===== config.mk =====
export PLATFORM = sky130hd
export DESIGN_NAME = digit_entry
export DESIGN_NICKNAME = d
export VERILOG_FILES = /design/src/rtl/lock_pkg.sv /design/src/rtl/btn_debounce.sv /design/src/rtl/digit_entry.sv
export SDC_FILE = /design/constraint.sdc
export NUM_CORES = 1
export LEC_CHECK = 0
export ABC_CLOCK_PERIOD_IN_PS = 3800
export CAP_MARGIN = 30
export CORE_ASPECT_RATIO = 1.1
export CORE_MARGIN = 2
export CORE_UTILIZATION = 58
export DETAILED_ROUTE_END_ITERATION = 12
export GPL_TIMING_DRIVEN = 0
export HOLD_SLACK_MARGIN = 0.06
export PLACE_DENSITY = 0.81
export SLEW_MARGIN = 10
export SYNTH_ARGS = -nofsm -noshare
export SYNTH_HDL_FRONTEND = slang
export SYNTH_SLANG_ARGS = --single-unit

===== constraint.sdc =====
create_clock -name clk -period 3.8 [get_ports clk]
set_input_delay 0.38 -clock clk [delete_from_list [all_inputs] [get_ports clk]]
set_output_delay 0.38 -clock clk [all_outputs]
set_load 0.02 [all_outputs]

===== src/rtl/lock_pkg.sv =====
// rtl/lock_pkg.sv - shared types and constants for the combination lock front end
package lock_pkg;

    typedef enum logic [1:0] {
        IDLE,
        PRESS_WAIT,
        HELD,
        RELEASE_WAIT
    } deb_state_t;

    localparam int SEQ_LEN   = 6;
    localparam int DIGIT_W   = 4;
    localparam int MAX_DIGIT = 9;

endpackage


===== src/rtl/btn_debounce.sv =====
// rtl/btn_debounce.sv - enter button synchroniser, debounce FSM and accept pulse
module btn_debounce
    import lock_pkg::*;
#(
    parameter int DEBOUNCE_CYCLES = 50000
) (
    input  logic clk,
    input  logic rst,
    input  logic btn_n,
    output logic btn_level,
    output logic accept
);

    localparam int CW = $clog2(DEBOUNCE_CYCLES);
    localparam logic [CW-1:0] CNT_LAST = CW'(DEBOUNCE_CYCLES - 1);

    logic            r_sync1;
    logic            r_sync2;
    deb_state_t      r_state;
    deb_state_t      w_state_nxt;
    logic [CW-1:0]   r_cnt;
    logic [CW-1:0]   w_cnt_nxt;
    logic            w_pressed;

    assign w_pressed = ~r_sync2;

    // Two-flop synchroniser; resets to the released level so a held button reads as a fresh press
    always_ff @(posedge clk) begin
        if (rst) begin
            r_sync1 <= 1'b1;
            r_sync2 <= 1'b1;
        end else begin
            r_sync1 <= btn_n;
            r_sync2 <= r_sync1;
        end
    end

    // State and stability counter registers
    always_ff @(posedge clk) begin
        if (rst) begin
            r_state <= IDLE;
            r_cnt   <= '0;
        end else begin
            r_state <= w_state_nxt;
            r_cnt   <= w_cnt_nxt;
        end
    end

    // Next state: a level change must persist for DEBOUNCE_CYCLES more samples; accept fires on the press side only
    always_comb begin
        w_state_nxt = r_state;
        w_cnt_nxt   = r_cnt;
        btn_level   = 1'b0;
        accept      = 1'b0;
        case (r_state)
            IDLE: begin
                if (w_pressed) begin
                    w_state_nxt = PRESS_WAIT;
                    w_cnt_nxt   = '0;
                end
            end
            PRESS_WAIT: begin
                if (!w_pressed) begin
                    w_state_nxt = IDLE;
                end else if (r_cnt == CNT_LAST) begin
                    w_state_nxt = HELD;
                    accept      = 1'b1;
                end else begin
                    w_cnt_nxt = r_cnt + CW'(1);
                end
            end
            HELD: begin
                btn_level = 1'b1;
                if (!w_pressed) begin
                    w_state_nxt = RELEASE_WAIT;
                    w_cnt_nxt   = '0;
                end
            end
            RELEASE_WAIT: begin
                btn_level = 1'b1;
                if (w_pressed) begin
                    w_state_nxt = HELD;
                end else if (r_cnt == CNT_LAST) begin
                    w_state_nxt = IDLE;
                end else begin
                    w_cnt_nxt = r_cnt + CW'(1);
                end
            end
            default: begin
                w_state_nxt = IDLE;
                w_cnt_nxt   = '0;
            end
        endcase
    end

endmodule


===== src/rtl/digit_entry.sv =====
// rtl/digit_entry.sv - one digit strobe per debounced press with capture, range flag and count
module digit_entry
    import lock_pkg::*;
#(
    parameter int DEBOUNCE_CYCLES = 50000,
    parameter int SEQ_LEN         = lock_pkg::SEQ_LEN
) (
    input  logic       clk,
    input  logic       rst,
    input  logic       btn_n,
    input  logic [3:0] sw,
    output logic [3:0] digit_out,
    output logic       digit_stb,
    output logic       digit_bad,
    output logic [2:0] entry_cnt,
    output logic       seq_done,
    output logic       btn_level
);

    localparam logic [DIGIT_W-1:0] MAX_D    = DIGIT_W'(MAX_DIGIT);
    localparam logic [2:0]         CNT_FULL = 3'(SEQ_LEN);

    logic             w_accept;
    logic             w_seq_done;
    logic [3:0]       r_digit;
    logic             r_stb;
    logic             r_bad;
    logic [2:0]       r_cnt;

    btn_debounce #(
        .DEBOUNCE_CYCLES (DEBOUNCE_CYCLES)
    ) u_btn_debounce (
        .clk       (clk),
        .rst       (rst),
        .btn_n     (btn_n),
        .btn_level (btn_level),
        .accept    (w_accept)
    );

    assign w_seq_done = (r_cnt == CNT_FULL);

    // Capture the switches on an accepted press until the attempt is full
    always_ff @(posedge clk) begin
        if (rst) begin
            r_digit <= '0;
            r_stb   <= 1'b0;
            r_bad   <= 1'b0;
            r_cnt   <= '0;
        end else begin
            r_stb <= 1'b0;
            if (w_accept && !w_seq_done) begin
                r_digit <= sw;
                r_bad   <= (sw > MAX_D);
                r_cnt   <= r_cnt + 3'd1;
                r_stb   <= 1'b1;
            end
        end
    end

    assign digit_out = r_digit;
    assign digit_stb = r_stb;
    assign digit_bad = r_bad;
    assign entry_cnt = r_cnt;
    assign seq_done  = w_seq_done;

endmodule

======== Yosys cells after proc, flatten, opt, wreduce, memory -nomap -nowiden ========
Cells that the tools add are included.
storage, ports and cells
  word-level logic and storage cells ...... 46
  input port bits ......................... 7
  output and inout bits ................... 11
  flip-flop bits (word level) ............. 29
cells by class
  multiplexer cells ....................... 18
  $lt $le $gt $ge ......................... 1
  equal/unequal tests ..................... 11
  reduce and logical (&&, ||, !) cells .... 6
  add/sub/neg operators ................... 2
operators with widths
  cell                     number
  $mux W16                 5
  $pmux W16 S4             1
  $add A16 B1 Y16 const B  1
  $eq A16 B16 Y1 const B   1
  $mux W2                  6
  $pmux W2 S4              1
  $reduce_and A4 Y1        2
  $mux W1                  5
  $eq A2 B2 Y1 const B     2
  $gt A4 B4 Y1 const B     1
  $ne A2 B1 Y1 const B     2
  $ne A2 B2 Y1 const B     2
  $add A3 B1 Y3 const B    1
  $eq A3 B3 Y1 const B     1
  $ne A3 B1 Y1 const B     1
  $ne A3 B3 Y1 const B     1
  $eq A2 B1 Y1 const B     1
  $logic_not A2 Y1         1
  $reduce_or A2 Y1         1
  $logic_and A1 B1 Y1      1
  $logic_not A1 Y1         1

======== Logic depth before layout (Yosys ltp) ========
  depth after elaboration ................. 6
  mapped depth ............................ 7
  gate-level depth less buffers ........... 6

======== By module ========
Synthesis repeated with hierarchy kept, for this count alone.
second synthesis, totals
  cells, all modules ...................... 148
  area total of the unflattened synthesis .. 1383.8 um^2
modules (own cells, without submodules)
  module        sequential area each (um^2)  area each (um^2)  instances  cells each
  btn_debounce  400.4                        997.2             1          112
  digit_entry   180.2                        386.6             1          36

======== Least setup slack after synthesis ========
Ideal clock, no wire load.
  kind .................................... flip-flop to flip-flop
  from .................................... register u_btn_debounce.r_cnt[6]
  to ...................................... register r_cnt[2], in the netlist entry_cnt[2]
  setup slack ............................. 1615 ps
  clock period less this slack ............ 2185 ps
  cell stages (with the launch flop) ...... 5
  arrival ................................. 2064 ps
  path buffers ............................ 0
  required time ........................... 3679 ps
  library setup time ...................... 121 ps
  cell sequence ........................... dfxtp_1 > or4bb_4 > or4_2 > nor3_1 > mux2_2
on the way
  word-level cells in the longest chain between the ends .. 5
RTL lines
  item                    line                RTL
  from (decl)             btn_debounce.sv:21  logic [CW-1:0] r_cnt;
  from (signal assigned)  btn_debounce.sv:45  r_cnt <= w_cnt_nxt;
  $eq A16 B16 Y1          btn_debounce.sv:65  end else if (r_cnt == CNT_LAST) begin
  $mux W1                 btn_debounce.sv:65
  $mux W1                 btn_debounce.sv:63  if (!w_pressed) begin
  $mux W1                 btn_debounce.sv:55  case (r_state)
  $logic_and A1 B1 Y1     digit_entry.sv:51   if (w_accept && !w_seq_done) begin
  to (signal assigned)    digit_entry.sv:54   r_cnt <= r_cnt + 3'd1;
  to (decl)               digit_entry.sv:28   logic [2:0] r_cnt;
No other way between the ends.
A chain may end at the register's enable or synchronous reset.

======== Worst setup path in the final report ========
  from .................................... register u_btn_debounce.r_cnt[13]
  to ...................................... register r_cnt[2], in the netlist entry_cnt[2]
Same word-level chain as after synthesis.

==> report_table.html <==
<table>
<tr><th>Metric</th><th>Value</th></tr>
<tr><th colspan="2">Status</th></tr>
<tr><td>Outcome</td><td>finished clean</td></tr>
<tr><th colspan="2">Pwr</th></tr>
<tr><td>Standby leakage power</td><td>0.532 nW</td></tr>
<tr><td>Max IR drop VDD</td><td>0.248 mV</td></tr>
<tr><td>Power density over the cells</td><td>298 nW/µm²</td></tr>
<tr><th colspan="2">Setup path</th></tr>
<tr><td>Worst Path Arrival</td><td>approximately 2.6 ns</td></tr>
<tr><td>Worst Path Required</td><td>4.01 ns</td></tr>
<tr><td>Cell family contributing the most delay on the critical path</td><td>simple AND/OR/NAND/NOR gates</td></tr>
<tr><td>Peak fanout along the critical path</td><td>5</td></tr>
<tr><td>Critical path class</td><td>reg2reg</td></tr>
<tr><td>Critical Path, Cell by Cell</td><td>or4bb_1 &gt; or4_2 &gt; nor3_1 &gt; mux2_2</td></tr>
<tr><td>Cell with the largest stage delay on the worst path</td><td>or4_2</td></tr>
<tr><td>WP buf/inv</td><td>0</td></tr>
<tr><td>Kind of start point of the critical path</td><td>register</td></tr>
<tr><td>Crit path largest cell delay</td><td>0.72 ns</td></tr>
<tr><td>Sort of element at the end of the critical path</td><td>register</td></tr>
<tr><th colspan="2">Clock network</th></tr>
<tr><td>Clock latency on the worst-skew pair</td><td>0.32 ns</td></tr>
<tr><td>CTS HTree Levels</td><td>2</td></tr>
<tr><td>CTS root buf</td><td>clkbuf_4</td></tr>
<tr><td>Total of cells resized after clock tree synthesis</td><td>0</td></tr>
<tr><td>Buffer count from post-CTS setup fixing</td><td>0</td></tr>
<tr><td>TritonCTS clock tree</td><td>built</td></tr>
<tr><td>CTS clk-pin slew, worst paths</td><td>0.08 ns</td></tr>
<tr><td>Hold buffers post-CTS</td><td>0</td></tr>
<tr><td>CTS Sinks</td><td>29</td></tr>
<tr><td>Max Root-Sink Buffers</td><td>2</td></tr>
<tr><td>Inserted Clock Buffers</td><td>5</td></tr>
<tr><th colspan="2">Layout</th></tr>
<tr><td>Share of cells above drive strength 1</td><td>6.32%</td></tr>
<tr><td>Most common cell after layout, fill and taps aside</td><td>dfxtp_1</td></tr>
<tr><td>Antenna cells</td><td>0</td></tr>
<tr><td>Commonest cells after routing, fill and taps aside</td><td>dfxtp_1, clkdlybuf4s50_1, nand2_1</td></tr>
<tr><td>Final core area utilization</td><td>74.0%</td></tr>
<tr><td>Final instance area</td><td>approximately 1700 µm²</td></tr>
<tr><td>Number of filler cells placed in the layout</td><td>195</td></tr>
<tr><td>Post-layout nets</td><td>199</td></tr>
<tr><td>Layout overhead on the synthesized area</td><td>17.8%</td></tr>
<tr><th colspan="2">Place</th></tr>
<tr><td>Worst Setup Slack post-DPL</td><td>1.47 ns</td></tr>
<tr><td>Instance area at placement</td><td>about 1700 µm²</td></tr>
<tr><td>Estimated wirelength of the detail-placed design</td><td>2430 µm</td></tr>
<tr><td>Count of port buffers added during placement</td><td>17</td></tr>
<tr><td>Weighted congestion reported at the end of routability-driven placement</td><td>0.890</td></tr>
<tr><th colspan="2">STA</th></tr>
<tr><td>Worst-case headroom to the max-slew limit</td><td>41.5%</td></tr>
<tr><td>Clock tree skew after final layout</td><td>0.00500 ns</td></tr>
<tr><td>Slew Limit Fails</td><td>0</td></tr>
<tr><td>Final worst slack</td><td>1.44 ns</td></tr>
<tr><td>Hold Violations, Final</td><td>0</td></tr>
<tr><td>Max Fclk</td><td>about 420 MHz</td></tr>
<tr><td>Hold slack</td><td>0.417 ns</td></tr>
<tr><td>Worst slew pin tran</td><td>approximately 0.87 ns</td></tr>
<tr><td>Tcrit/Tclk final</td><td>between 60 and 70%</td></tr>
<tr><td>Unrepaired setup endpoints after global routing</td><td>false</td></tr>
<tr><td>Setup Total Neg Slack</td><td>0 ns</td></tr>
<tr><td>Shortest clock period the worst path allows after layout</td><td>2.36 ns</td></tr>
<tr><td>Final setup violating endpoints</td><td>0</td></tr>
<tr><th colspan="2">Routing</th></tr>
<tr><td>Number of search-and-repair iterations in the first detailed-routing pass</td><td>4</td></tr>
<tr><td>Routed WL</td><td>3270 µm</td></tr>
<tr><td>WL per Instance</td><td>14.9 µm</td></tr>
<tr><td>Post-DRT Antenna Nets</td><td>0</td></tr>
<tr><td>Detailed-route vias per instance</td><td>6.16</td></tr>
<tr><td>Number of DRC violations after detailed routing</td><td>0</td></tr>
<tr><td>Detailed-route via count</td><td>1355</td></tr>
<tr><td>Number of DRC markers in iteration 0</td><td>43</td></tr>
<tr><th colspan="2">Logic synthesis</th></tr>
<tr><td>Distinct cell type count of the synthesized netlist</td><td>38</td></tr>
<tr><td>Post-synthesis cell area</td><td>1440 µm²</td></tr>
<tr><td>Number of warning messages in the yosys log</td><td>0</td></tr>
<tr><td>Cell taking the most area after synthesis</td><td>dfxtp_1</td></tr>
<tr><td>Synth top area share</td><td>about two fifths</td></tr>
<tr><td>Number of enable-type register cells in the synthesized netlist</td><td>0</td></tr>
<tr><td>Dominant combinational cell family by area after synthesis</td><td>simple AND/OR/NAND/NOR gates</td></tr>
<tr><td>Syn_nets</td><td>175</td></tr>
<tr><td>Complex-gate fraction of the synthesized area</td><td>16.0%</td></tr>
<tr><td>Share of synthesized cell area in and, or, nand and nor gates</td><td>28.9%</td></tr>
<tr><td>Most used flip-flop cell after synthesis</td><td>dfxtp_1</td></tr>
<tr><td>Adder and majority cell fraction of the synthesized area</td><td>2.60%</td></tr>
<tr><td>Post-synthesis xor/xnor area fraction</td><td>3.64%</td></tr>
<tr><td>#FFs+latches synth</td><td>29</td></tr>
<tr><td>Post-synthesis cell count</td><td>165</td></tr>
<tr><td>Post-synthesis async set-or-reset flop share</td><td>0%</td></tr>
<tr><td>Portion of the post-synthesis area used by sequential elements</td><td>40.2%</td></tr>
<tr><td>Biggest area contributors in the synthesized netlist</td><td>dfxtp_1, o31ai_1, a21oi_1</td></tr>
<tr><td>Share of cell area taken by muxes after synthesis</td><td>4.94%</td></tr>
<tr><td>Average cell area after synthesis</td><td>between 8 and 9 µm²</td></tr>
<tr><th colspan="2">Hold path</th></tr>
<tr><td>Min-Delay Path Class</td><td>reg2reg</td></tr>
<tr><th colspan="2">Die</th></tr>
<tr><td>Horizontal die dimension</td><td>51.6 µm</td></tr>
<tr><td>Num rows</td><td>18</td></tr>
<tr><td>Total core area</td><td>2300 µm²</td></tr>
<tr><td>Floorplan die area</td><td>2900 µm²</td></tr>
<tr><td>Initial Util</td><td>62.9%</td></tr>
<tr><td>Overall die height</td><td>about 56 µm</td></tr>
<tr><td>Top-level port count</td><td>18</td></tr>
<tr><th colspan="2">Global route</th></tr>
<tr><td>Number of antenna violations at the first check in global routing</td><td>0</td></tr>
<tr><td>Wire length of the first global-routing pass</td><td>5520 µm</td></tr>
<tr><td>Pin count of the biggest net entering global routing</td><td>11</td></tr>
<tr><td>Leftover overflow at the end of global routing</td><td>0</td></tr>
<tr><td>Vias in the first global route</td><td>1302</td></tr>
<tr><td>Global router's overall resource usage</td><td>24.6%</td></tr>
<tr><th colspan="2">Job</th></tr>
<tr><td>Max-cap violation count</td><td>0</td></tr>
</table>
-- stage by stage --
step                std cells  power [mW]
floorplan                 165       0.328
global placement          212       0.338
detailed placement        212       0.339
CTS                       220       0.507
global route              220       0.522
finish                    220       0.506
-- registers in the layout, summed over array words and instances (netlist names), named ones only --
register and count:
digit_stb 1, u_btn_debounce.r_state 1, digit_out 4, u_btn_debounce.r_sync1 1, u_btn_debounce.r_cnt 16, u_btn_debounce.r_sync2 1
digit_bad 1, entry_cnt 3
-- layout make-up --
cell class	count	area, µm²	area share [%]
multi-input cells	124	811	47.7
flip-flops and latches	29	581	34.1
repair buffers	17	170	10.0
clock buffers	8	48.8	2.87
plain buffers	8	37.5	2.21
well taps	30	37.5	2.21
inverters	4	15.0	0.883
-- cell usage after synthesis (2+ instances only) --
cell	instances
nand2b_1	7
mux2i_1	6
a211oi_1	4
inv_1	4
nand3_1	6
and3_1	2
xnor2_1	4
or2_2	2
a21oi_1	12
xor2_1	2
o21ai_0	3
nand4_1	8
ha_1	3
or4_1	5
nor2_1	8
nand2_1	13
o31ai_1	9
dfxtp_1	29
clkbuf_1	7
nor3_1	5
nor4_1	4
or3_1	6
-- path summary, 6_finish.rpt --
| kind | from | end | slack, ns | depth (start not counted) |
|---|---|---|---|---|
| max | u_btn_debounce.r_cnt[13] | entry_cnt[2] | 1.44 | 4 |
| max reg2reg | u_btn_debounce.r_cnt[13] | entry_cnt[2] | 1.44 | 4 |
| min reg2reg | u_btn_debounce.r_sync1 | u_btn_debounce.r_sync2 | 0.42 | 1 |
| min | u_btn_debounce.r_sync1 | u_btn_debounce.r_sync2 | 0.42 | 1 |
-- where the power goes --
group	leakage, nW	internal, mW	switching (mW)
clock	0.0265	0.0736	0.100
sequential	0.234	0.305	0.00114
combinational	0.271	0.0110	0.0152
total	0.532	0.389	0.117
-- cell families after synthesis --
logic type	after synthesis
multiplexers	7
adder cells (fa/ha/maj)	3
AND/OR/NAND/NOR	73
XOR/XNOR	6
AO/OA/AOI/OAI	35
buffers and inverters	12
flip-flops	29
-- layer usage --
metal	global-route usage, %	up-vias	routed length, µm
li1	-	668	-
met1	29.8	641	1520
met2	40.1	37	1550
met3	5.85	9	156
met4	12.0	0	44
met5	0	-	0
(Power assumes the default switching activity.)
